**config.mk**
```make
export PLATFORM = sky130hd
export DESIGN_NAME = neuron_mac_scheduler
export DESIGN_NICKNAME = d
export VERILOG_FILES = /design/src/rtl/neuron_mac_scheduler_pkg.sv /design/src/rtl/neuron_mac_scheduler_mult.sv /design/src/rtl/neuron_mac_scheduler.sv
export SDC_FILE = /design/constraint.sdc
export NUM_CORES = 1
export LEC_CHECK = 0
export CELL_PAD_IN_SITES_DETAIL_PLACEMENT = 2
export CELL_PAD_IN_SITES_GLOBAL_PLACEMENT = 2
export CORE_MARGIN = 2
export CORE_UTILIZATION = 33
export DETAILED_ROUTE_END_ITERATION = 16
export GPL_ROUTABILITY_DRIVEN = 0
export PLACE_DENSITY = 0.82
export SYNTH_ARGS = -nofsm -noshare
export SYNTH_HDL_FRONTEND = slang
export SYNTH_SLANG_ARGS = --single-unit
```
**constraint.sdc**
```tcl
create_clock -name clk -period 3.95 [get_ports clk]
set_clock_uncertainty 0.15 [all_clocks]
set_input_delay 0.79 -clock clk [delete_from_list [all_inputs] [get_ports clk]]
set_output_delay 0.79 -clock clk [all_outputs]
set_load 0.01 [all_outputs]
```
**src/rtl/neuron_mac_scheduler_pkg.sv**
```systemverilog
// Shared types and widths for the neuron MAC scheduler and its multiplier.
package neuron_mac_scheduler_pkg;
    localparam int OP_W   = 4;
    localparam int PROD_W = 8;

    typedef enum logic [1:0] {
        IDLE = 2'd0,
        LOAD = 2'd1,
        RUN  = 2'd2,
        DONE = 2'd3
    } state_t;
endpackage

```
**src/rtl/neuron_mac_scheduler_mult.sv**
```systemverilog
// Existing unsigned 4x4 combinational multiplier shared by every MAC step.
module four_bit_multiplier
    import neuron_mac_scheduler_pkg::*;
(
    input  logic [OP_W-1:0]   a,
    input  logic [OP_W-1:0]   b,
    output logic [PROD_W-1:0] p
);
    assign p = PROD_W'(a) * PROD_W'(b);
endmodule

```
**src/rtl/neuron_mac_scheduler.sv**
```systemverilog
// Sequential dot-product controller time-sharing one 4x4 multiplier over N pairs.
// Optional accumulator saturation when NEURON_ACC_SAT_EN is defined (default: wrap).
//
// state | meaning
// IDLE  | waiting for start; result held
// LOAD  | pair 0 moved into multiplier input registers
// RUN   | one product added per cycle, then one settle cycle before DONE
// DONE  | result published, done pulse
module neuron_mac_scheduler
    import neuron_mac_scheduler_pkg::*;
#(
    parameter int N     = 4,
    parameter int ACC_W = 10
) (
    input  logic              clk,
    input  logic              rst,
    input  logic              start,
    input  logic              abort,
    input  logic [4*N-1:0]    x_flat,
    input  logic [4*N-1:0]    w_flat,
    output logic              busy,
    output logic              done,
    output logic [ACC_W-1:0]  result
);
    localparam int IDX_W = $clog2(N);

    state_t               state;
    logic [IDX_W-1:0]     idx;
    logic [IDX_W-1:0]     idx_inc;
    logic                 settle;
    logic [4*N-1:0]       x_q;
    logic [4*N-1:0]       w_q;
    logic [OP_W-1:0]      mul_a;
    logic [OP_W-1:0]      mul_b;
    logic [PROD_W-1:0]    prod;
    logic [ACC_W-1:0]     acc;
    logic [ACC_W-1:0]     acc_nxt;

    four_bit_multiplier u_mult (
        .a (mul_a),
        .b (mul_b),
        .p (prod)
    );

    assign idx_inc = idx + 1'b1;

`ifdef NEURON_ACC_SAT_EN
    logic [ACC_W:0] acc_sum;
    always_comb begin
        acc_sum = (ACC_W+1)'(acc) + (ACC_W+1)'(prod);
        acc_nxt = acc_sum[ACC_W] ? '1 : acc_sum[ACC_W-1:0];
    end
`else
    always_comb begin
        acc_nxt = acc + ACC_W'(prod);
    end
`endif

    always_ff @(posedge clk) begin
        if (rst) begin
            state  <= IDLE;
            busy   <= 1'b0;
            done   <= 1'b0;
            result <= '0;
            acc    <= '0;
            idx    <= '0;
            settle <= 1'b0;
            x_q    <= '0;
            w_q    <= '0;
            mul_a  <= '0;
            mul_b  <= '0;
        end else begin
            case (state)
                IDLE: begin
                    done <= 1'b0;
                    if (start) begin
                        x_q    <= x_flat;
                        w_q    <= w_flat;
                        acc    <= '0;
                        idx    <= '0;
                        settle <= 1'b0;
                        busy   <= 1'b1;
                        state  <= LOAD;
                    end
                end
                LOAD: begin
                    if (abort) begin
                        busy  <= 1'b0;
                        idx   <= '0;
                        state <= IDLE;
                    end else begin
                        mul_a <= x_q[OP_W-1:0];
                        mul_b <= w_q[OP_W-1:0];
                        state <= RUN;
                    end
                end
                RUN: begin
                    if (abort) begin
                        busy  <= 1'b0;
                        idx   <= '0;
                        state <= IDLE;
                    end else if (settle) begin
                        result <= acc;
                        done   <= 1'b1;
                        busy   <= 1'b0;
                        state  <= DONE;
                    end else begin
                        acc <= acc_nxt;
                        // Index parks at N-1; the settle cycle follows the final add.
                        if (idx == IDX_W'(N-1)) begin
                            settle <= 1'b1;
                        end else begin
                            idx   <= idx_inc;
                            mul_a <= x_q[OP_W*int'(idx_inc) +: OP_W];
                            mul_b <= w_q[OP_W*int'(idx_inc) +: OP_W];
                        end
                    end
                end
                DONE: begin
                    done  <= 1'b0;
                    idx   <= '0;
                    state <= IDLE;
                end
                default: state <= IDLE;
            endcase
        end
    end
endmodule

```
==> impl_metrics.tcl <==
set metrics [dict create \
    vias 3122 \
    grt_max_degree 47 \
    crit_path_start_kind "register" \
    peakVddDrop_uv 151 \
    r2r-end "acc[9]$_SDFFE_PP0P_" \
    hold_viol 0 \
    h-tree-depth 3 \
    ctsResizeCount 0 \
    syn_area_per_cell_um2 8.25 \
    overflow 0 \
    cts-root-buf "clkbuf_8" \
    hpwl_um 7130 \
    synth_area_um2 3540 \
    critPathCapture "acc[9]$_SDFFE_PP0P_" \
    netSwitchingFraction 0.262 \
    hold_buffers 0 \
    p_comb_frac 0.128 \
    grt_pass1_wl_um 16500 \
    synth-seq-area-share 0.379 \
    io_buffers 47 \
    clock_latency_ps 350 \
    min-delay-path-class "reg2reg" \
    antenna_found_initial 0 \
    nNetsFinal 536 \
    wl_um 9880 \
    final_cell_mix "nand2_1, dfxtp_1, a21oi_1" \
    path_max_fanout 5 \
    synthFlopType "dfxtp_1" \
    worst_pin_slew_ps 730 \
    grt_usage 0.182 \
    power.share.clock 0.428 \
    grt_pass1_vias 3382 \
    rsz0062_at_grt "false" \
    dr.first_iter.drc_count 58 \
    synth_top_area_cell "dfxtp_1" \
    viasPerCell 5.13 \
    power_density_nw_per_um2 382 \
    cap_violations 0 \
    p_total_mw 1.66 \
    cp_data_arrival_time_ps 3720 \
    dr.pass1.iters 4 \
    r2r_slack_ps 310 \
    netlist.area_leader.share 0.379 \
    syn_nets 498 \
    drt_drc_violations_left 0 \
    switchingPower_mw 0.433 \
    diodes 0 \
    die_y_um 108 \
    rr_startpoint "mul_a[0]$_SDFFE_PP0P_" \
    cp-startpoint "mul_a[0]$_SDFFE_PP0P_" \
    synth_xor_area_frac 0.0173 \
    stdcell_area_um2 4330 \
    final_layout_size_suffix_gt1_frac 0.0720 \
    synth.distinct_cells 47 \
    relSlewSlack 0.513 \
    n_fill_cell 1200 \
    p_leak_nw 1.71 \
    design.core.area_um2 10400 \
    layout_commonest_cell "nand2_1" \
    ys_seq_elements 67 \
    synth-simple-area-share 0.206 \
    internal_power_mw 1.22 \
    ioPinCount 48 \
    drtAntennaViolNets 0 \
    setup_viol 0 \
    synth-compound-area-share 0.185 \
    dieArea_um2 11600 \
    dpl_cell_area_um2 4090 \
    slew_viol_final 0 \
    utilization 0.417 \
    synth_mux_area_frac 0.0173 \
    dpl.cell_count 592 \
    area_delta_synth_final_pct 22.3 \
    synth_edf_count 0 \
    clockBufferDepth 2 \
    async_flop_share 0 \
    synth_top_family_by_area "simple AND/OR/NAND/NOR gates" \
    power_frac_seq 0.444 \
    required_ps 4030 \
    finalCritPeriodShare 0.922 \
    placementRows 37 \
    yosys-top-cells-area "dfxtp_1, nand2_1, ha_1" \
    fmax_ghz 0.275 \
    path_class "reg2reg" \
    wire_per_inst_um 16.2 \
    post_cts_buffers 0 \
    fin_cells 608 \
    start_util 0.341 \
    endpoint_kind "register" \
    die_x_um 108 \
    tritoncts "done" \
    netlist_instances 429 \
    clk_pin_slew_ps 80 \
    min_period_ps 3640 \
    clock_sinks 67 \
    synth_fa_ha_area_frac 0.136 \
    r2r_cells 11 \
    synth_warnings 0 \
    status "finished clean" \
    numCtsBuffers 9 \
    fin_setup_tns_ps 0 \
]
==> worst min-delay path by stage <==
| stage | startpoint | end | slack (ps) | depth (start not counted) |
|---|---|---|---|---|
| floorplan | x_q[10]$_SDFFE_PP0P_ | x_q[10]$_SDFFE_PP0P_ | 280 | 2 |
| global placement | x_q[2]$_SDFFE_PP0P_ | x_q[2]$_SDFFE_PP0P_ | 290 | 2 |
| detailed placement | result[8]$_SDFFE_PP0P_ | result[8]$_SDFFE_PP0P_ | 300 | 2 |
| CTS | result[8]$_SDFFE_PP0P_ | result[8]$_SDFFE_PP0P_ | 310 | 2 |
| global route | result[8]$_SDFFE_PP0P_ | result[8]$_SDFFE_PP0P_ | 320 | 2 |
| finish | result[8]$_SDFFE_PP0P_ | result[8]$_SDFFE_PP0P_ | 310 | 2 |
==> final cells by class <==
| cell class | instances | area, µm² | share of cell area |
|---|---|---|---|
| multi-input cells | 313 | 1990 | 0.460 |
| well taps | 136 | 170 | 0.0393 |
| repair buffers | 50 | 488 | 0.113 |
| inverters | 26 | 97.6 | 0.0225 |
| flip-flops and latches | 67 | 1340 | 0.310 |
| clock buffers | 10 | 128 | 0.0295 |
| clock inverters | 6 | 114 | 0.0263 |
==> cell families (layout without fill, tap and decap cells) <==
family                     after synthesis  count (layout)
DFF                                     67              67
buffers and inverters                   49              92
AOI/OAI and AO/OA                      104             104
xor gates and xnor gates                 7               7
muxes                                    6               6
and+or+nand+nor                        163             163
adders and majority gates               33              33
==> state kept, by name (all words and copies together), names as in the netlist <==
signal and count:
acc 10, busy 1, done 1, idx 2
mul_a 4, mul_b 4, result 10, settle 1
state 2, w_q 16, x_q 16
==> metrics by stage <==
stage	hold WS (ps)	worst slack [ps]
final	306	308
after global routing	317	44.3
after CTS	312	298
after detailed placement	301	358
after global placement	293	510
after floorplan	281	628
==> layer usage <==
| layer | GRT usage | vias up | wire, µm |
|---|---|---|---|
| met3 | 0.0436 | 13 | 286 |
| met1 | 0.205 | 1538 | 4320 |
| met4 | 0.0559 | 0 | 163 |
| met2 | 0.335 | 56 | 5110 |
| met5 | 0 | - | 0 |
| li1 | - | 1515 | - |
==> power groups by stage <==
| stage | Sequential (mW) | Clock, mW | Combinational [mW] |
|---|---|---|---|
| floorplan | 0.743 | 0 | 0.134 |
| global placement | 0.748 | 0 | 0.203 |
| detailed placement | 0.751 | 0 | 0.210 |
| CTS | 0.736 | 0.718 | 0.214 |
| global route | 0.740 | 0.751 | 0.237 |
| finish | 0.735 | 0.708 | 0.212 |
==> cells in the mapped netlist, types with 2 or more instances <==
| master | n |
|---|---|
| a211oi_1 | 4 |
| a211oi_2 | 3 |
| a21o_1 | 2 |
| a21oi_1 | 54 |
| a22oi_1 | 7 |
| and2_1 | 13 |
| buf_2 | 8 |
| buf_4 | 2 |
| clkbuf_1 | 11 |
| dfxtp_1 | 67 |
| fa_1 | 9 |
| ha_1 | 24 |
| inv_1 | 25 |
| mux2i_1 | 5 |
| nand2_1 | 89 |
| nand2b_1 | 5 |
| nand3_1 | 15 |
| nor2_1 | 27 |
| nor2b_1 | 2 |
| nor3_1 | 4 |
| nor3_2 | 3 |
| o21ai_0 | 6 |
| o21ai_1 | 5 |
| o21ai_2 | 2 |
| o22ai_1 | 5 |
| o311a_1 | 4 |
| o31ai_1 | 2 |
| o32ai_1 | 2 |
| xnor2_1 | 2 |
| xor2_1 | 5 |
==> critical path, stage by stage, from the launching register on <==
cell,delay [ps]
dfxtp_1,400
nand2_1,110
fa_1,520
fa_1,510
fa_1,510
inv_1,50
ha_1,360
a211oi_1,280
o21bai_1,130
o221ai_1,230
xor2_1,220
nor3_2,50
Power figures use the tool's default switching activity.
==> variant 1: new RTL, config.mk and constraints unchanged <==
The option `NEURON_ACC_SAT_EN` is turned on by a define.
--- a/src/rtl/neuron_mac_scheduler.sv
+++ b/src/rtl/neuron_mac_scheduler.sv
@@ -6,6 +6,8 @@
 // LOAD  | pair 0 moved into multiplier input registers
 // RUN   | one product added per cycle, then one settle cycle before DONE
 // DONE  | result published, done pulse
+`define NEURON_ACC_SAT_EN
+
 module neuron_mac_scheduler
     import neuron_mac_scheduler_pkg::*;
 #(
Function: no difference found for any inputs over 4 cycles, from zero or initial values and one cycle with rst high; that may be too few to reach the edited logic, so the function may still have changed.
==> variant 1 against the original RTL <==
  * Setup slack lost 0.12 ns
  * Sequential cell count is the same
  * Final area grew 0.84%
  * Total power shrank 8.1%
  * Maximum frequency shrank 3.2%
  * Critical path depth is the same
  * Wire length grew 7.1%
  * Synthesized area grew 1.4%
  * Sequential power is essentially flat
  * Critical endpoint unchanged
==> variant 1: results (changes against the original RTL) <==
- Clock power share: 0.383 (-0.045)
- Clock root cell: clkbuf_8
- Net switching power: 0.4167 mW (-3.8%)
- Arrival @ worst endpoint: 3.87 ns (+0.15 ns)
- Synth Area in XOR/XNOR: 0.01220 (-0.005117)
- Comb pwr share: 0.134 (+0.006)
- Share of layout cells above drive strength 1: 0.05190 (-0.02014)
- Top Registers: w_q x16, x_q x16
- Crit-path slowest cell: fa_1
- Met1 Use GR: 0.2257 (+0.02054)
- Post-Route WL: 10580 µm (+7.1%)
- FFs w/ async S/R, synth: 0 (unchanged)
- Library cells used by synthesis: 44 (-6.4%)
- Pre-CTS worst setup slack: 0.09073 ns (-0.2677 ns)
- Nets@finish: 565 (+5.4%)
- Vias in the first global route: 3607 (+6.7%)
- Vias per cell: 5.156 (+0.41%)
- Routed wl met3: 231 µm (-19%)
- Clk pwr: 0.583 mW (-18%)
- Largest net degree at the start of global routing: 37 (-21%)
- Crit-path max cell delay: 0.54 ns (+0.02 ns)
- Worst rel slew slack: 0.4089 (-0.1041)
- Compound-Gate Fraction of Synth Area: 0.1855 (+0.0002707)
- Met3 Usage GRT: 0.03195 (-0.01164)
- Met2 wire length: 5451 µm (+6.8%)
- Detailed placement HPWL: 7601 µm (+6.6%)
- Syn_nets: 525 (+5.4%)
- Top routing layer in use: met4
- DRT Pass-1 Iters: 5 (+1)
- Peak supply drop: 0.0001411 V (-6.8%)
- Critical path peak fanout: 5 (unchanged)
- Starting DRT DRC Count: 95 (+64%)
- Worst hold path type: reg -> reg
- Post-synth top cells: nand2_1, dfxtp_1, a21oi_1
- Total number of vias: 3305 (+5.9%)
- H-tree depth: 3 (unchanged)
- CTS clk-pin slew, worst paths: 0.08 ns (about the same)
- Register area share after synthesis: 0.3738 (-0.005153)
- Largest cells by area after synthesis: dfxtp_1, nand2_1, a21oi_1, ha_1, fa_1
- Run status: finished clean
- Syn Area/Cell: 7.869 µm² (-4.6%)
- Met2 Use GR: 0.3450 (+0.009883)
- First-pass GRT wire length: 17520 µm (+6.5%)
- Pleak: 1.735 nW (+1.6%)
- Post-Synth Adder-Cell Area: 0.1339 (-0.001846)
- Cells after DPL: 624 (+5.4%)
- Mux cell area share after synthesis: 0.02266 (+0.005343)
- Remaining DRCs: 0 (unchanged)
- WL met1: 4696 µm (+8.6%)
- GRT Overall Usage: 0.1912 (+0.009439)
- Part of the cycle the worst path needs: 0.9523 (+0.03026)
- PostCTS Resize Cnt: 0 (unchanged)
- Placed inst area: 4159 µm² (+1.8%)
==> variant 1: changes by cell type after synthesis, sizes merged, moves of 2 or more <==
cell,delta
nor2b,+2
a22oi,-3
nor2,-2
o32ai,-2
mux2i,+2
nor4,+2
inv,+5
xor2,-2
buf,-5
nand2,+11
a21oi,+8
o21ai,+8
clkbuf,+5
nand2b,-2
==> variant 1: cell type report <==
type                    instances  area (µm²)
clock buffers                  11       141.4
multi-input cells             336        2042
fillers                      1261        6381
well taps                     140       175.2
clock inverters                 5       52.55
inverters                      31       116.4
repair buffers                 51       495.5
flip-flops and latches         67        1341
==> variant 1: final timing paths <==
kind	startpoint	to	slack, ns	depth (start not counted)
max	mul_a[0]	acc[9]	0.19	11
min	x_q[5]	x_q[5]	0.31	2
max reg2reg	mul_a[0]	acc[9]	0.19	11
min reg2reg	x_q[5]	x_q[5]	0.31	2
==> variant 1: tightest hold or removal path, cell delays in order, from the launching register on <==
cell	delay (ns)
dfxtp_1	0.31
nand2_1	0.05
a21oi_1	0.05
==> variant 2: new RTL, same flow settings <==
Without the edit above. Encoding of `state_t`: now one-hot (4 bits for 4 states).
--- a/src/rtl/neuron_mac_scheduler_pkg.sv
+++ b/src/rtl/neuron_mac_scheduler_pkg.sv
@@ -3,11 +3,11 @@
     localparam int OP_W   = 4;
     localparam int PROD_W = 8;
 
-    typedef enum logic [1:0] {
-        IDLE = 2'd0,
-        LOAD = 2'd1,
-        RUN  = 2'd2,
-        DONE = 2'd3
+    typedef enum logic [3:0] {
+        IDLE = 4'b0001,
+        LOAD = 4'b0010,
+        RUN  = 4'b0100,
+        DONE = 4'b1000
     } state_t;
 endpackage
 
Behaviour: same outputs for any inputs over 4 cycles, from zero or initial values and one cycle with rst high; so few cycles prove little.
==> variant 2 against the original RTL <==
  * Synthesized area rose by 4.8%
  * Total power fell by 0.80%
  * Sequential cell count rose by 2
  * Synthesized cell count rose by 3.3%
  * Sequential share of layout area fell by 0.28 points
  * Global-route usage rose by 0.66 points
  * Via count rose by 3.5%
  * Setup slack got worse by 0.058 ns
  * Sequential power rose by 1%
  * Wire length rose by 4.9%
  * Final area rose by 3.9%
  * Utilization fell by 0.42 points
  * Critical endpoint unchanged
==> variant 2: results (changes against the original RTL) <==
- Peak supply drop: 0.0003284 V (+120%)
- Post-synth top cells: nand2_1, dfxtp_1, a21oi_1
- Vias per cell: 5.205 (+1.4%)
- DRT Pass-1 Iters: 4 (unchanged)
- Detailed placement HPWL: 7652 µm (+7.3%)
- Worst Setup EP: acc[9]
- R2R setup slack: 0.25 ns (-0.06 ns)
- Largest cells by area after synthesis: dfxtp_1, nand2_1, a21oi_1, ha_1, fa_1
- Worst rel slew slack: 0.2631 (-0.2499)
- Max Root-Sink Buffers: 2 (unchanged)
- Setup CP Type: reg -> reg
- PortBufs: 47 (unchanged)
- R2r startpoint: mul_a[0]
- Critical path peak fanout: 5 (unchanged)
- Largest net degree at the start of global routing: 61 (+30%)
- Pleak: 1.799 nW (+5.3%)
- Share of layout cells above drive strength 1: 0.06861 (-0.003427)
- Clock root cell: clkbuf_8
- Run status: finished clean
- FFs w/ async S/R, synth: 0 (unchanged)
- Final WS setup: 0.2504 ns (-0.05765 ns)
- Syn_nets: 507 (+1.8%)
- Initial antenna violation count: 0 (unchanged)
- Pre-CTS worst setup slack: 0.1903 ns (-0.1682 ns)
- Arrival @ worst endpoint: 3.79 ns (+0.07 ns)
- Starting DRT DRC Count: 83 (+43%)
- Library cells used by synthesis: 49 (+4.3%)
- Wire per inst: 16.69 µm (+2.7%)
- First-pass GRT wire length: 17310 µm (+5.2%)
- Crit-path slowest cell: fa_1
- Vias in the first global route: 3478 (+2.8%)
- Yosys warning total: 0 (unchanged)
- GRT Overall Usage: 0.1884 (+0.006631)
- H-tree depth: 3 (unchanged)
- Crit path max-delay family: adder cells
- Worst skew pair latency: 0.37 ns (+0.02 ns)
- Nets@finish: 540 (+0.75%)
- Register area share after synthesis: 0.3725 (-0.006463)
==> variant 2: final cells by class <==
| cell class | count | area [µm²] |
|---|---|---|
| fill | 1241 | 6390 |
| multi-input combinational | 319 | 2100 |
| inverter | 26 | 97.59 |
| clock inverter | 5 | 107.6 |
| timing repair buffer | 51 | 495.5 |
| sequential | 69 | 1381 |
| tap | 140 | 175.2 |
| clock buffer | 11 | 141.4 |
==> variant 2: cell families after synthesis <==
group | after synthesis | synth area share
and+or+nand+nor | 178 | 0.2470
AOI/OAI and AO/OA | 97 | 0.1633
DFF | 69 | 0.3725
buffers and inverters | 55 | 0.06174
adders and majority gates | 28 | 0.1127
muxes | 14 | 0.03812
xor gates and xnor gates | 2 | 0.004724
==> variant 2: worst register-to-register path, cell delays in order, from the launching register on <==
cell	delay (ns)
dfxtp_1	0.40
nand2_1	0.12
fa_1	0.53
fa_1	0.52
fa_1	0.52
inv_1	0.04
ha_1	0.34
a21o_1	0.19
a2111oi_1	0.35
buf_4	0.18
a221oi_1	0.09
mux2i_1	0.14
==> variant 2: through the flow <==
step | instances | hold slack, ns | area, µm²
finish | 621 | 0.3100 | 4498
global route | 621 | 0.3302 | 4498
CTS | 621 | 0.3147 | 4497
detailed placement | 605 | 0.3033 | 4248
global placement | 605 | 0.2918 | 4248
floorplan | 443 | 0.2818 | 3709
==> variant 2: report_power, final <==
part | switching [mW] | internal, mW
Clock | 0.287 | 0.439
Sequential | 0.0218 | 0.723
Combinational | 0.0926 | 0.0782
==> variant 2: worst min-delay path by stage <==
stage	startpoint	to	slack (ns)	cells after the start
final	x_q[4]	x_q[4]	0.31	2
after floorplan	w_q[4]	w_q[4]	0.28	2
after global placement	w_q[6]	w_q[6]	0.29	2
after global routing	x_q[4]	x_q[4]	0.33	2
after detailed placement	x_q[15]	x_q[15]	0.30	2
after CTS	x_q[15]	x_q[15]	0.31	2
==> variant 2: metal layers <==
metal | wire length (µm) | vias to the layer above | track usage | part of all wire
met1 | 4496 | 1589 | 0.2200 | 0.43
li1 | - | 1577 | - | -
met2 | 5338 | 55 | 0.3348 | 0.52
met5 | 0 | - | 0 | 0
met4 | 143 | 0 | 0.04702 | 0.014
met3 | 383 | 11 | 0.05761 | 0.037
